$ cat config.mk
export PLATFORM = sky130hd
export DESIGN_NAME = collision_monitor
export DESIGN_NICKNAME = d
export VERILOG_FILES = /design/src/rtl/frogger_pkg.sv /design/src/rtl/hold_timer.sv /design/src/rtl/collision_monitor.sv
export SDC_FILE = /design/constraint.sdc
export NUM_CORES = 1
export LEC_CHECK = 0
export CAP_MARGIN = 15
export CORE_MARGIN = 3
export CORE_UTILIZATION = 33
export DETAILED_ROUTE_END_ITERATION = 10
export DONT_BUFFER_PORTS = 1
export MAX_ROUTING_LAYER = met4
export SETUP_SLACK_MARGIN = 0.2
export SLEW_MARGIN = 25
export SYNTH_ARGS = -nofsm -noshare
export SYNTH_HDL_FRONTEND = slang
export SYNTH_SLANG_ARGS = --single-unit
$ cat constraint.sdc
create_clock -name clk -period 3.25 [get_ports clk]
set_input_delay 0.65 -clock clk [delete_from_list [all_inputs] [get_ports clk]]
set_output_delay 0.65 -clock clk [all_outputs]
set_load 0.01 [all_outputs]
$ cat src/rtl/frogger_pkg.sv
// frogger_pkg: shared types and constants for the frogger game-logic slice.
// Holds the collision monitor state encoding and playfield geometry.
package frogger_pkg;

    typedef enum logic [1:0] {
        PLAY      = 2'd0,
        HOLD      = 2'd1,
        LEVEL     = 2'd2,
        GAME_OVER = 2'd3
    } state_t;

    localparam int         LANE_W      = 16;
    localparam int         NUM_ROWS    = 16;
    localparam logic [3:0] GOAL_ROW    = 4'd15;
    localparam logic [3:0] SAFE_ROW    = 4'd8;
    localparam logic [2:0] MAX_SPEED_C = 3'd6;

endpackage

$ cat src/rtl/hold_timer.sv
// hold_timer: loadable down-counter that stops at zero.
// load has priority over counting; zero flags a count of 0.
module hold_timer #(
    parameter int W = 16
) (
    input  logic         clk,
    input  logic         reset_n,
    input  logic         load,
    input  logic [W-1:0] load_val,
    output logic         zero
);

    logic [W-1:0] count;

    // Count down from the loaded value and park at zero.
    always_ff @(posedge clk or negedge reset_n) begin
        if (!reset_n) begin
            count <= '0;
        end else if (load) begin
            count <= load_val;
        end else if (count != '0) begin
            count <= count - 1'b1;
        end
    end

    assign zero = (count == '0);

endmodule

$ cat src/rtl/collision_monitor.sv
// collision_monitor: frog/car collision and goal detection, lives, score
// and level speed for the frogger game.
// Optional macro COLLISION_GRACE_EN adds a post-respawn immunity window
// (GRACE_CYCLES long) and the grace_active output.
module collision_monitor
    import frogger_pkg::*;
#(
    parameter int START_LIVES = 3,
    parameter int HOLD_CYCLES = 25000,
    parameter int MAX_SPEED   = int'(MAX_SPEED_C)
`ifdef COLLISION_GRACE_EN
    ,
    parameter int GRACE_CYCLES = 10000
`endif
) (
    input  logic                       clk,
    input  logic                       reset_n,
    input  logic [LANE_W*NUM_ROWS-1:0] lanes,
    input  logic [3:0]                 frog_row,
    input  logic [3:0]                 frog_col,
    input  logic                       start,
    output logic [2:0]                 speed,
    output logic [1:0]                 lives,
    output logic [7:0]                 score,
    output logic                       hit_pulse,
    output logic                       goal_pulse,
    output logic                       frog_home,
    output logic                       frozen,
    output logic                       game_over
`ifdef COLLISION_GRACE_EN
    ,
    output logic                       grace_active
`endif
);

    localparam int HOLD_W = $clog2(HOLD_CYCLES + 1);

    state_t     state_q, state_d;
    logic       occ, occ_q, occ_eff;
    logic [3:0] row_q;
    logic [7:0] cell_idx;
    logic [2:0] speed_d;
    logic [1:0] lives_d;
    logic [7:0] score_d;
    logic       hit_d, goal_d, home_d;
    logic       hold_load, hold_zero;

    function automatic logic [2:0] sat_speed(input logic [2:0] s);
        if (s >= 3'(MAX_SPEED)) begin
            return 3'(MAX_SPEED);
        end
        return s + 3'd1;
    endfunction

    // The start row and the median are never occupied, even if the lane
    // generator were to glitch a bit there.
    assign cell_idx = {frog_row, frog_col};
    assign occ      = lanes[cell_idx] & (frog_row != 4'd0) & (frog_row != SAFE_ROW);

    hold_timer #(.W(HOLD_W)) u_hold_timer (
        .clk      (clk),
        .reset_n  (reset_n),
        .load     (hold_load),
        .load_val (HOLD_W'(HOLD_CYCLES - 1)),
        .zero     (hold_zero)
    );

`ifdef COLLISION_GRACE_EN
    localparam int GRACE_W = $clog2(GRACE_CYCLES + 1);

    logic grace_zero;

    // Every respawn restarts the immunity window.
    hold_timer #(.W(GRACE_W)) u_grace_timer (
        .clk      (clk),
        .reset_n  (reset_n),
        .load     (home_d),
        .load_val (GRACE_W'(GRACE_CYCLES - 1)),
        .zero     (grace_zero)
    );

    assign occ_eff      = occ_q & grace_zero;
    assign grace_active = ~grace_zero;
`else
    assign occ_eff = occ_q;
`endif

    // Game rules: next state, counters and pulse requests from the sampled cell.
    always_comb begin
        state_d   = state_q;
        lives_d   = lives;
        score_d   = score;
        speed_d   = speed;
        hit_d     = 1'b0;
        goal_d    = 1'b0;
        home_d    = 1'b0;
        hold_load = 1'b0;
        case (state_q)
            PLAY: begin
                // A collision outranks a goal reached in the same cycle.
                if (occ_eff) begin
                    hit_d   = 1'b1;
                    lives_d = lives - 2'd1;
                    if (lives == 2'd1) begin
                        state_d = GAME_OVER;
                    end else begin
                        state_d   = HOLD;
                        hold_load = 1'b1;
                    end
                end else if (row_q == GOAL_ROW) begin
                    goal_d  = 1'b1;
                    home_d  = 1'b1;
                    score_d = score + 8'd1;
                    speed_d = sat_speed(speed);
                    state_d = LEVEL;
                end
            end
            HOLD: begin
                if (hold_zero) begin
                    home_d  = 1'b1;
                    state_d = PLAY;
                end
            end
            LEVEL: begin
                state_d = PLAY;
            end
            GAME_OVER: begin
                if (start) begin
                    lives_d = 2'(START_LIVES);
                    speed_d = 3'd0;
                    score_d = 8'd0;
                    home_d  = 1'b1;
                    state_d = PLAY;
                end
            end
            default: begin
                state_d = PLAY;
            end
        endcase
    end

    // Sample the frog cell and register state, counters and one-cycle pulses.
    always_ff @(posedge clk or negedge reset_n) begin
        if (!reset_n) begin
            state_q    <= PLAY;
            occ_q      <= 1'b0;
            row_q      <= 4'd0;
            speed      <= 3'd0;
            lives      <= 2'(START_LIVES);
            score      <= 8'd0;
            hit_pulse  <= 1'b0;
            goal_pulse <= 1'b0;
            frog_home  <= 1'b0;
        end else begin
            state_q    <= state_d;
            occ_q      <= occ;
            row_q      <= frog_row;
            speed      <= speed_d;
            lives      <= lives_d;
            score      <= score_d;
            hit_pulse  <= hit_d;
            goal_pulse <= goal_d;
            frog_home  <= home_d;
        end
    end

    assign frozen    = (state_q != PLAY);
    assign game_over = (state_q == GAME_OVER);

endmodule

==> flow_summary_export.csv, run 1 <==
group,metric,value,unit
timing,setup_viol,0,
yosys,avgSynthCellArea,11.2,um^2
route,vias,2775,
critical_path,worstSetupStartpointType,"flip-flop",
yosys,syn_nets,603,
place,port_buffers,0,
timing,post-route-period-util,66.9,%
grt,grt_max_degree,56,
floorplanning,initial_core_util,34.0,%
yosys,synthesis.instances,331,
timing,rsz0062_at_grt,"false",
timing,skew,0.00521,ns
run,maxCapViolations,0,
status,status,"finished, final reports clean",
clock_network,clock-sinks,38,
route,drt_pre_antenna_iters,4,
critical_path,reg2reg_depth,6,
yosys,synth_ff_type,"dfrtp_1",
place,dp_hpwl,8860,um
critical_path,crit_arrival,2.33,ns
timing,finalHoldViolCount,0,
cells_and_area,final_nets,588,
timing,period_needed,2.17,ns
grt,grt_use_met2,31.2,%
cells_and_area,drive_gt1_share,20.2,%
clock_network,cts_setup_buffers,0,
place,dpl_cell_area,3710,um^2
timing,worstMarginPinSlew,0.795,ns
floorplanning,coreArea,10900,um^2
clock_network,clock_latency,0.29,ns
yosys,async_reset_ff_share,100,%
floorplanning,die-height,112,um
route,drt-total-wl,10900,um
critical_path,crit_fanout,10,
timing,relSlewSlack,46.6,%
grt,met1_usage,19.5,%
cells_and_area,area_growth,2.53,%
floorplanning,die_w,112,um
clock_network,ctsResizeCount,0,
yosys,synth_seq_cells,38,
yosys,synthTopCellsByArea,"mux4_2 (29%), dfrtp_1 (24%), mux2i_1 (5.1%)",
critical_path,r2r_setup_slack,1.08,ns
route,drt_iter0_drc,152,
grt,met3_usage,3.59,%
critical_path,rr_endpoint,"u_hold_timer.count[5]",
yosys,netlist_area,3710,um^2
cells_and_area,stdcell_area,3800,um^2
cells_and_area,diodes,0,
clock_network,clkSlewWorstSetupHoldPaths,0.07,ns
grt,top_usage_layer,"met2",
timing,maxSlewViolCount,0,
clock_network,ctsHoldBuffers,0,
critical_path,critical_path_class,"reg2reg",
place,gp_congestion,0.873,
clock_network,cts_buffers,5,
critical_path,critPathCaptureType,"flip-flop",
grt,grt_pass1_vias,2940,
grt,antenna_found_initial,0,
timing,hold_ws,0.0489,ns
clock_network,cts_buffer_depth,2,
floorplanning,die_area,12500,um^2
yosys,synth_area_leader_cell,"mux4_2",
route,final_antenna_net_count,0,
clock_network,cts_root_buf,"clkbuf_8",
critical_path,crit_end,"u_hold_timer.count[5]",
place,place_inst,449,
yosys,synth_edf_count,0,
cells_and_area,fin_cells,457,
grt,grt_pass1_wl,16300,um
timing,fmax,0.460,GHz
yosys,yosysWarnings,0,
grt,overflow,0,
critical_path,cp_data_required_time,3.41,ns
critical_path,startpoint,"u_hold_timer.count[3]",
power_and_ir_drop,ir_drop,0.294,mV
yosys,synth_cell_type_count,56,
route,remaining_drc_errors,0,
hold_path,hold_class,"in2async",
clock_network,cts_tree,"built",
clock_network,h-tree-depth,2,
power_and_ir_drop,p_leak,1.48,nW
grt,track_usage,17.0,%
timing,setup_tns,0,ns
power_and_ir_drop,p_per_area,431,nW/um^2
yosys,synth_seq_area_share,25.7,%
critical_path,r2r-start,"u_hold_timer.count[3]",
floorplanning,num_rows,38,
power_and_ir_drop,finalPower,1.64,mW
route,wire_per_inst,23.8,um
floorplanning,ios,285,
route,viasPerCell,6.07,
yosys,synth_top_area_share,29.2,%
## per-stage QoR
step           setup slack [ns]  util [%]
4_1_cts                    1.04      34.9
2_1_floorplan             0.924         -
3_5_place_dp              0.899      34.1
5_1_grt                   0.890      34.9
6_report                   1.08      34.9
3_3_place_gp              0.901      34.1
## synth_stat cells, types with 3 or more instances
library cell	number
inv_1	13
ha_1	5
nand3_1	9
nor2b_1	3
buf_2	4
nand2_1	30
mux2i_1	19
mux4_2	48
buf_6	4
clkbuf_1	5
mux2_2	3
a31oi_1	5
nor2_1	31
nand3b_1	6
mux4_1	4
o22ai_1	3
a221oi_1	5
nor3_1	5
and3_1	6
o21ai_0	9
xor2_1	14
a21oi_1	9
o311ai_0	3
buf_4	6
dfrtp_1	36
xnor2_1	4
nand4_1	6
## kinds of logic (layout without fill, tap and decap cells)
family	Yosys count	count (layout)	share of synthesized area [%]
DFF	38	38	25.7
muxes	74	74	38.0
AOI/OAI and AO/OA	52	52	9.69
buffers and inverters	38	24	6.28
adders and majority gates	5	5	1.69
and+or+nand+nor	106	106	14.3
xor gates and xnor gates	18	18	4.25
## worst max-delay path, stage by stage (launching register included)
cell and delay [ns]:
dfrtp_1 0.40, nor3_1 0.34, nor4bb_1 0.55, nand3_2 0.29
and3_1 0.26, xnor2_1 0.13, nand2_1 0.07
## routing by layer
| metal | part of all wire [%] | wire, um | vias up |
|---|---|---|---|
| li1 | - | - | 1273 |
| met1 | 38 | 4100 | 1378 |
| met2 | 55 | 6000 | 119 |
| met3 | 6.4 | 696 | 5 |
| met4 | 0.52 | 57 | 0 |
| met5 | 0 | 0 | - |
## layout make-up
class | count | area [um^2]
Sequential cell | 38 | 953
Tap cell | 140 | 175
Multi-Input combinational cell | 255 | 2520
Fill cell | 1071 | 7090
Clock buffer | 7 | 86.3
Inverter | 16 | 60.1
Clock inverter | 1 | 5.00
## power by group
part           internal [mW]  switching, mW
Combinational          0.295          0.207
Sequential             0.630          0.178
Clock                  0.171          0.159
Total                   1.10          0.544
## flip-flops by register name (all words and copies together) (netlist names)
signal,count
goal_pulse,1
score,8
frog_home,1
hit_pulse,1
state_q,2
speed,3
occ_eff,1
row_q,4
lives,2
u_hold_timer.count,15
## worst min path at each step
stage                  from                     to  slack, ns  cells after the start
finish              reset_n               score[7]       0.05                      0
global route        reset_n               score[7]       0.02                      0
CTS                 reset_n  u_hold_timer.count[0]       0.03                      0
detailed placement  reset_n  u_hold_timer.count[9]       0.36                      0
global placement    reset_n  u_hold_timer.count[8]       0.36                      0
floorplan           reset_n              frog_home       0.35                      0
## layout by cell type (no fill, tap or decap), types with 2 or more instances in the layout
cell type	count
o211ai_1	2
nor2_1	31
clkinv_1	2
o32ai_1	2
nand3_1	9
dfrtp_1	36
and3_1	6
nor3_1	5
mux4_1	4
ha_1	5
o31ai_1	2
a221oi_1	5
xor2_1	14
xnor2_1	4
mux2_2	3
a31oi_1	5
mux2i_1	19
clkbuf_8	6
nor2b_1	3
nand2_1	30
o21ai_1	2
inv_1	13
nand4_1	6
mux4_2	48
o22ai_1	3
o21ai_0	9
a21oi_1	9
nand3b_1	6
o311ai_0	3
dfstp_2	2
(Power assumes the default switching activity.)
==> inputs of run 2 (changes only) <==
==> constraint.sdc (replaced) <==
create_clock -name clk -period 1.8 [get_ports clk]
set_input_delay 0.36 -clock clk [delete_from_list [all_inputs] [get_ports clk]]
set_output_delay 0.36 -clock clk [all_outputs]
set_load 0.01 [all_outputs]
==> run 2 against run 1 <==
  * The run now ends with negative setup slack left
  * Utilization increased by 4.4 points
  * Die area unchanged
  * Non-clock buffer count increased by 41
  * Total power increased by 100%
  * Global-route usage increased by 1.8 points
  * Sequential power increased by 79%
  * Largest power group unchanged
  * Highest routed layer unchanged
==> flow_summary_export.csv, run 2 (synthesis results as in run 1) <==
group,metric,value,unit
critical_path,worstSetupStartpointType,"flip-flop",
grt,antenna_found_initial,2,
route,vias,3020,
cells_and_area,drive_gt1_share,36.6,%
clock_network,h-tree-depth,2,
timing,finalHoldViolCount,0,
critical_path,cp_data_required_time,1.98,ns
cells_and_area,largest_register,"u_hold_timer.count",
grt,grt_pass1_vias,3274,
clock_network,clkSlewWorstSetupHoldPaths,0.08,ns
grt,track_usage,18.8,%
power_and_ir_drop,ir_drop,0.607,mV
run,maxCapViolations,0,
critical_path,r2r-start,"u_hold_timer.count[9]",
timing,period_needed,1.96,ns
critical_path,path_buf_inv,1,
clock_network,clock_latency,0.29,ns
critical_path,crit_arrival,2.14,ns
route,wire_per_inst,23.8,um
cells_and_area,largest_registers,"u_hold_timer.count: 15 flops, score: 8 flops, row_q: 4 flops",
timing,fin_ws,-0.161,ns
route,drt_pre_antenna_iters,4,
route,drt_iter0_drc,218,
place,dpl_cell_area,4000,um^2
status,violations,"negative setup slack",
clock_network,cts_root_buf,"clkbuf_8",
route,drt-total-wl,11900,um
route,remaining_drc_errors,0,
cells_and_area,stdcell_area,4280,um^2
grt,grt_pass1_wl,17900,um
timing,post-route-period-util,109,%
cells_and_area,final_nets,629,
critical_path,critPathCaptureType,"flip-flop",
critical_path,slowest_delay,0.57,ns
critical_path,cp.depth,7,
cells_and_area,final_cell_mix,"mux4_2 (50), dfrtp_1 (35), buf_4 (35)",
critical_path,cp_cell_sequence,"or4_4, nor4_4, nand3_2, buf_4, nand3b_1, xor2_1, nor2_1",
cells_and_area,largest_register_ffs,15,
cells_and_area,fillers,1052,
clock_network,cts_buffers,5,
critical_path,reg2reg_depth,7,
critical_path,cp_top_family,"simple AND/OR/NAND/NOR gates",
timing,rsz0062_at_grt,"true",
hold_path,hold_class,"in2reg",
floorplanning,num_rows,38,
power_and_ir_drop,p_per_area,772,nW/um^2
critical_path,crit_path_top_delay_cell,"or4_4",
floorplanning,coreArea,10900,um^2
place,port_buffers,0,
power_and_ir_drop,p_leak,1.72,nW
timing,maxSlewViolCount,0,
route,final_antenna_net_count,0,
timing,skew,0.0133,ns
floorplanning,ios,285,
cells_and_area,final_common_cell,"mux4_2",
floorplanning,initial_core_util,34.0,%
cells_and_area,area_growth,15.4,%
timing,fmax,0.510,GHz
timing,worstMarginPinSlew,0.480,ns
floorplanning,die-height,112,um
critical_path,critical_path_class,"reg2reg",
floorplanning,die_w,112,um
place,dp_hpwl,9710,um
critical_path,startpoint,"u_hold_timer.count[9]",
grt,grt_max_degree,56,
timing,relSlewSlack,67.6,%
clock_network,clock-sinks,38,
timing,setup_viol,15,
critical_path,crit_fanout,4,
place,dp_slack,-0.243,ns
place,gp_congestion,0.850,
clock_network,cts_tree,"built",
critical_path,r2r_setup_slack,-0.16,ns
clock_network,cts_buffer_depth,2,
floorplanning,die_area,12500,um^2
grt,overflow,0,
status,status,"finished with violations",
critical_path,rr_endpoint,"u_hold_timer.count[3]",
route,viasPerCell,6.04,
critical_path,crit_end,"u_hold_timer.count[3]",
==> run 2: final cells by class <==
cell class | count | area [um^2] | area share (%)
tap | 140 | 175 | 4.10
timing repair buffer | 41 | 347 | 8.10
antenna | 2 | 5.00 | 0.117
multi-input combinational | 255 | 2650 | 62.0
sequential | 38 | 955 | 22.3
clock buffer | 6 | 72.6 | 1.70
inverter | 16 | 62.6 | 1.46
clock inverter | 2 | 10.0 | 0.234
==> run 2: report_power, final <==
group          leakage, nW  switching, mW  internal [mW]
clock               0.0450          0.305          0.269
sequential           0.466          0.314           1.13
combinational         1.21          0.509          0.772
total                 1.72           1.13           2.17
==> run 2: worst min path at each step <==
stage | start | cells after the start | end | slack (ns)
5_1_grt | frog_row[2] | 0 | row_q[2] | 0.08
2_1_floorplan | reset_n | 0 | frog_home | 0.06
6_report | frog_row[3] | 0 | row_q[3] | 0.10
4_1_cts | frog_row[2] | 0 | row_q[2] | 0.09
3_3_place_gp | reset_n | 0 | u_hold_timer.count[9] | 0.07
3_5_place_dp | reset_n | 0 | hit_pulse | 0.07
==> run 2: repair_timing <==
item / 4_1_cts / 5_1_grt
buffers inserted: 3 / 4
hold buffers: 2 / 0
pin swaps: 4 / 4
endpoints found under the setup margin: 20 / 21
hold endpoints to repair: 38 / 0
resized for setup: 15 / 10
==> run 2: per-stage QoR <==
stage | power (mW) | instances | utilization [%] | hold slack [ns] | TNS [ns]
floorplan | 2.32 | 331 | - | 0.0644 | -0.519
global placement | 2.59 | 481 | 36.8 | 0.0659 | -1.33
detailed placement | 2.64 | 481 | 36.8 | 0.0658 | -1.61
CTS | 3.30 | 494 | 38.5 | 0.0910 | -1.43
global route | 3.56 | 500 | 39.3 | 0.0811 | -2.75
finish | 3.30 | 500 | 39.3 | 0.102 | -1.48
==> run 2: per-layer routing <==
layer / routed length, um / vias up / global-route usage (%)
li1: - / 1351 / -
met1: 4170 / 1491 / 21.0
met2: 6360 / 162 / 32.7
met3: 1140 / 16 / 6.20
met4: 218 / 0 / 4.49
met5: 0 / - / -
==> inputs of run 3 (changes only) <==
--- a/config.mk
+++ b/config.mk
@@ -12,6 +12,7 @@
 export DONT_BUFFER_PORTS = 1
 export MAX_ROUTING_LAYER = met4
 export SETUP_SLACK_MARGIN = 0.2
+export SKIP_CTS_REPAIR_TIMING = 1
 export SLEW_MARGIN = 25
 export SYNTH_ARGS = -nofsm -noshare
 export SYNTH_HDL_FRONTEND = slang
==> run 3 against run 2 <==
  * Hold slack better by 0.00093 ns
  * Highest routed layer unchanged
  * Total power fell by 1.3%
  * Clock power down 0.7%
  * Clock-buffer cell count did not move
  * The flow still finishes with violations (negative setup slack)
==> flow_summary_export.csv, run 3 (synthesis results as in run 1) <==
group,metric,value,unit
status,status,"finished with violations",
status,violations,"negative setup slack",
route,drt_iter0_drc,206,
clock_network,clock_latency,0.29,ns
floorplanning,die-height,112,um
timing,skew,0.0103,ns
critical_path,critPathCaptureType,"flip-flop",
grt,grt_pass1_vias,3205,
timing,setup_viol,14,
timing,rsz0062_at_grt,"true",
place,dp_hpwl,9710,um
timing,maxSlewViolCount,0,
route,wire_per_inst,23.7,um
timing,fin_ws,-0.181,ns
power_and_ir_drop,finalPower,3.26,mW
floorplanning,die_w,112,um
cells_and_area,final_nets,627,
grt,overflow,0,
cells_and_area,area_growth,14.0,%
clock_network,cts_tree,"built",
clock_network,cts_buffers,5,
clock_network,h-tree-depth,2,
critical_path,crit_arrival,2.16,ns
route,final_antenna_net_count,0,
floorplanning,ios,285,
cells_and_area,fillers,1054,
timing,relSlewSlack,69.1,%
hold_path,hold_class,"in2reg",
floorplanning,die_area,12500,um^2
clock_network,cts_buffer_depth,2,
route,drt_pre_antenna_iters,4,
cells_and_area,stdcell_area,4230,um^2
cells_and_area,multi_input_area,2620,um^2
place,port_buffers,0,
critical_path,cp_data_required_time,1.97,ns
timing,fmax,0.505,GHz
route,vias,2993,
floorplanning,initial_core_util,34.0,%
run,maxCapViolations,0,
timing,post-route-period-util,110,%
grt,grt_max_degree,56,
cells_and_area,drive_gt1_share,34.8,%
route,remaining_drc_errors,0,
cells_and_area,final_common_cell,"mux4_2",
cells_and_area,largest_register_ffs,15,
critical_path,crit_fanout,4,
clock_network,cts_root_buf,"clkbuf_8",
power_and_ir_drop,p_per_area,772,nW/um^2
floorplanning,num_rows,38,
timing,period_needed,1.98,ns
power_and_ir_drop,ir_drop,0.575,mV
grt,antenna_found_initial,2,
timing,finalHoldViolCount,0,
critical_path,worstSetupStartpointType,"flip-flop",
power_and_ir_drop,p_leak,1.68,nW
cells_and_area,largest_registers,"u_hold_timer.count: 15 flops, score: 8 flops, row_q: 4 flops",
cells_and_area,regArea,955,um^2
cells_and_area,largest_register,"u_hold_timer.count",
route,drt-total-wl,11800,um
timing,worstMarginPinSlew,0.458,ns
clock_network,clock-sinks,38,
grt,track_usage,18.6,%
floorplanning,coreArea,10900,um^2
critical_path,critical_path_class,"reg2reg",
place,dpl_cell_area,4000,um^2
clock_network,clkSlewWorstSetupHoldPaths,0.08,ns
grt,grt_pass1_wl,17700,um
cells_and_area,final_cell_mix,"mux4_2 (50), buf_4 (36), dfrtp_1 (35)",
place,gp_congestion,0.850,
route,viasPerCell,6.01,
## run 3: changes by cell type in the layout (fill, tap and decap cells not counted), sizes merged
cell	change
buf	-2
## run 3: final cells by class
type                       instances  share of cell area (%)
inverter                          16                    1.48
antenna                            2                   0.118
multi-input combinational        255                    61.9
timing repair buffer              39                    7.76
clock inverter                     2                   0.237
tap                              140                    4.15
clock buffer                       6                    1.72
sequential                        38                    22.6
## run 3: worst max-delay path: stages, from the launching register on
cell and delay (ns):
dfrtp_1 0.39, or4_4 0.57, nor4_4 0.26, nand3_2 0.16, buf_4 0.19, nand3b_1 0.10, xor2_1 0.15, nor2_1 0.06
## run 3: final timing paths
| kind | from | slack (ns) | cells after the start | end |
|---|---|---|---|---|
| setup / recovery | u_hold_timer.count[9] | -0.18 | 7 | u_hold_timer.count[3] |
| hold / removal | frog_row[3] | 0.10 | 0 | row_q[3] |
| setup reg to reg | u_hold_timer.count[9] | -0.18 | 7 | u_hold_timer.count[3] |
| hold reg to reg | u_hold_timer.count[14] | 0.52 | 2 | u_hold_timer.count[14] |
| max in group asynchronous | reset_n | 0.99 | 2 | lives[1] |
| min in group asynchronous | reset_n | 0.56 | 2 | score[7] |
## run 3: per-stage QoR
stage,utilization (%),hold slack (ns),setup slack (ns),TNS (ns),std cells
2_1_floorplan,-,0.0644,-0.174,-0.519,331
3_3_place_gp,36.8,0.0659,-0.167,-1.33,481
3_5_place_dp,36.8,0.0658,-0.243,-1.61,481
4_1_cts,37.5,-0.256,-0.201,-1.76,489
5_1_grt,38.8,0.0811,-0.274,-3.02,498
6_report,38.8,0.103,-0.181,-1.74,498
## run 3: routing by layer
| layer | vias up | part of all wire [%] | global-route usage [%] |
|---|---|---|---|
| met4 | 0 | 1.2 | 3.69 |
| li1 | 1350 | - | - |
| met3 | 10 | 9.1 | 5.87 |
| met1 | 1484 | 35 | 21.7 |
| met2 | 149 | 54 | 31.9 |
| met5 | - | 0 | - |
## run 3: power by group
| part | internal [mW] | switching, mW |
|---|---|---|
| Combinational | 0.747 | 0.500 |
| Sequential | 1.13 | 0.307 |
| Clock | 0.269 | 0.302 |
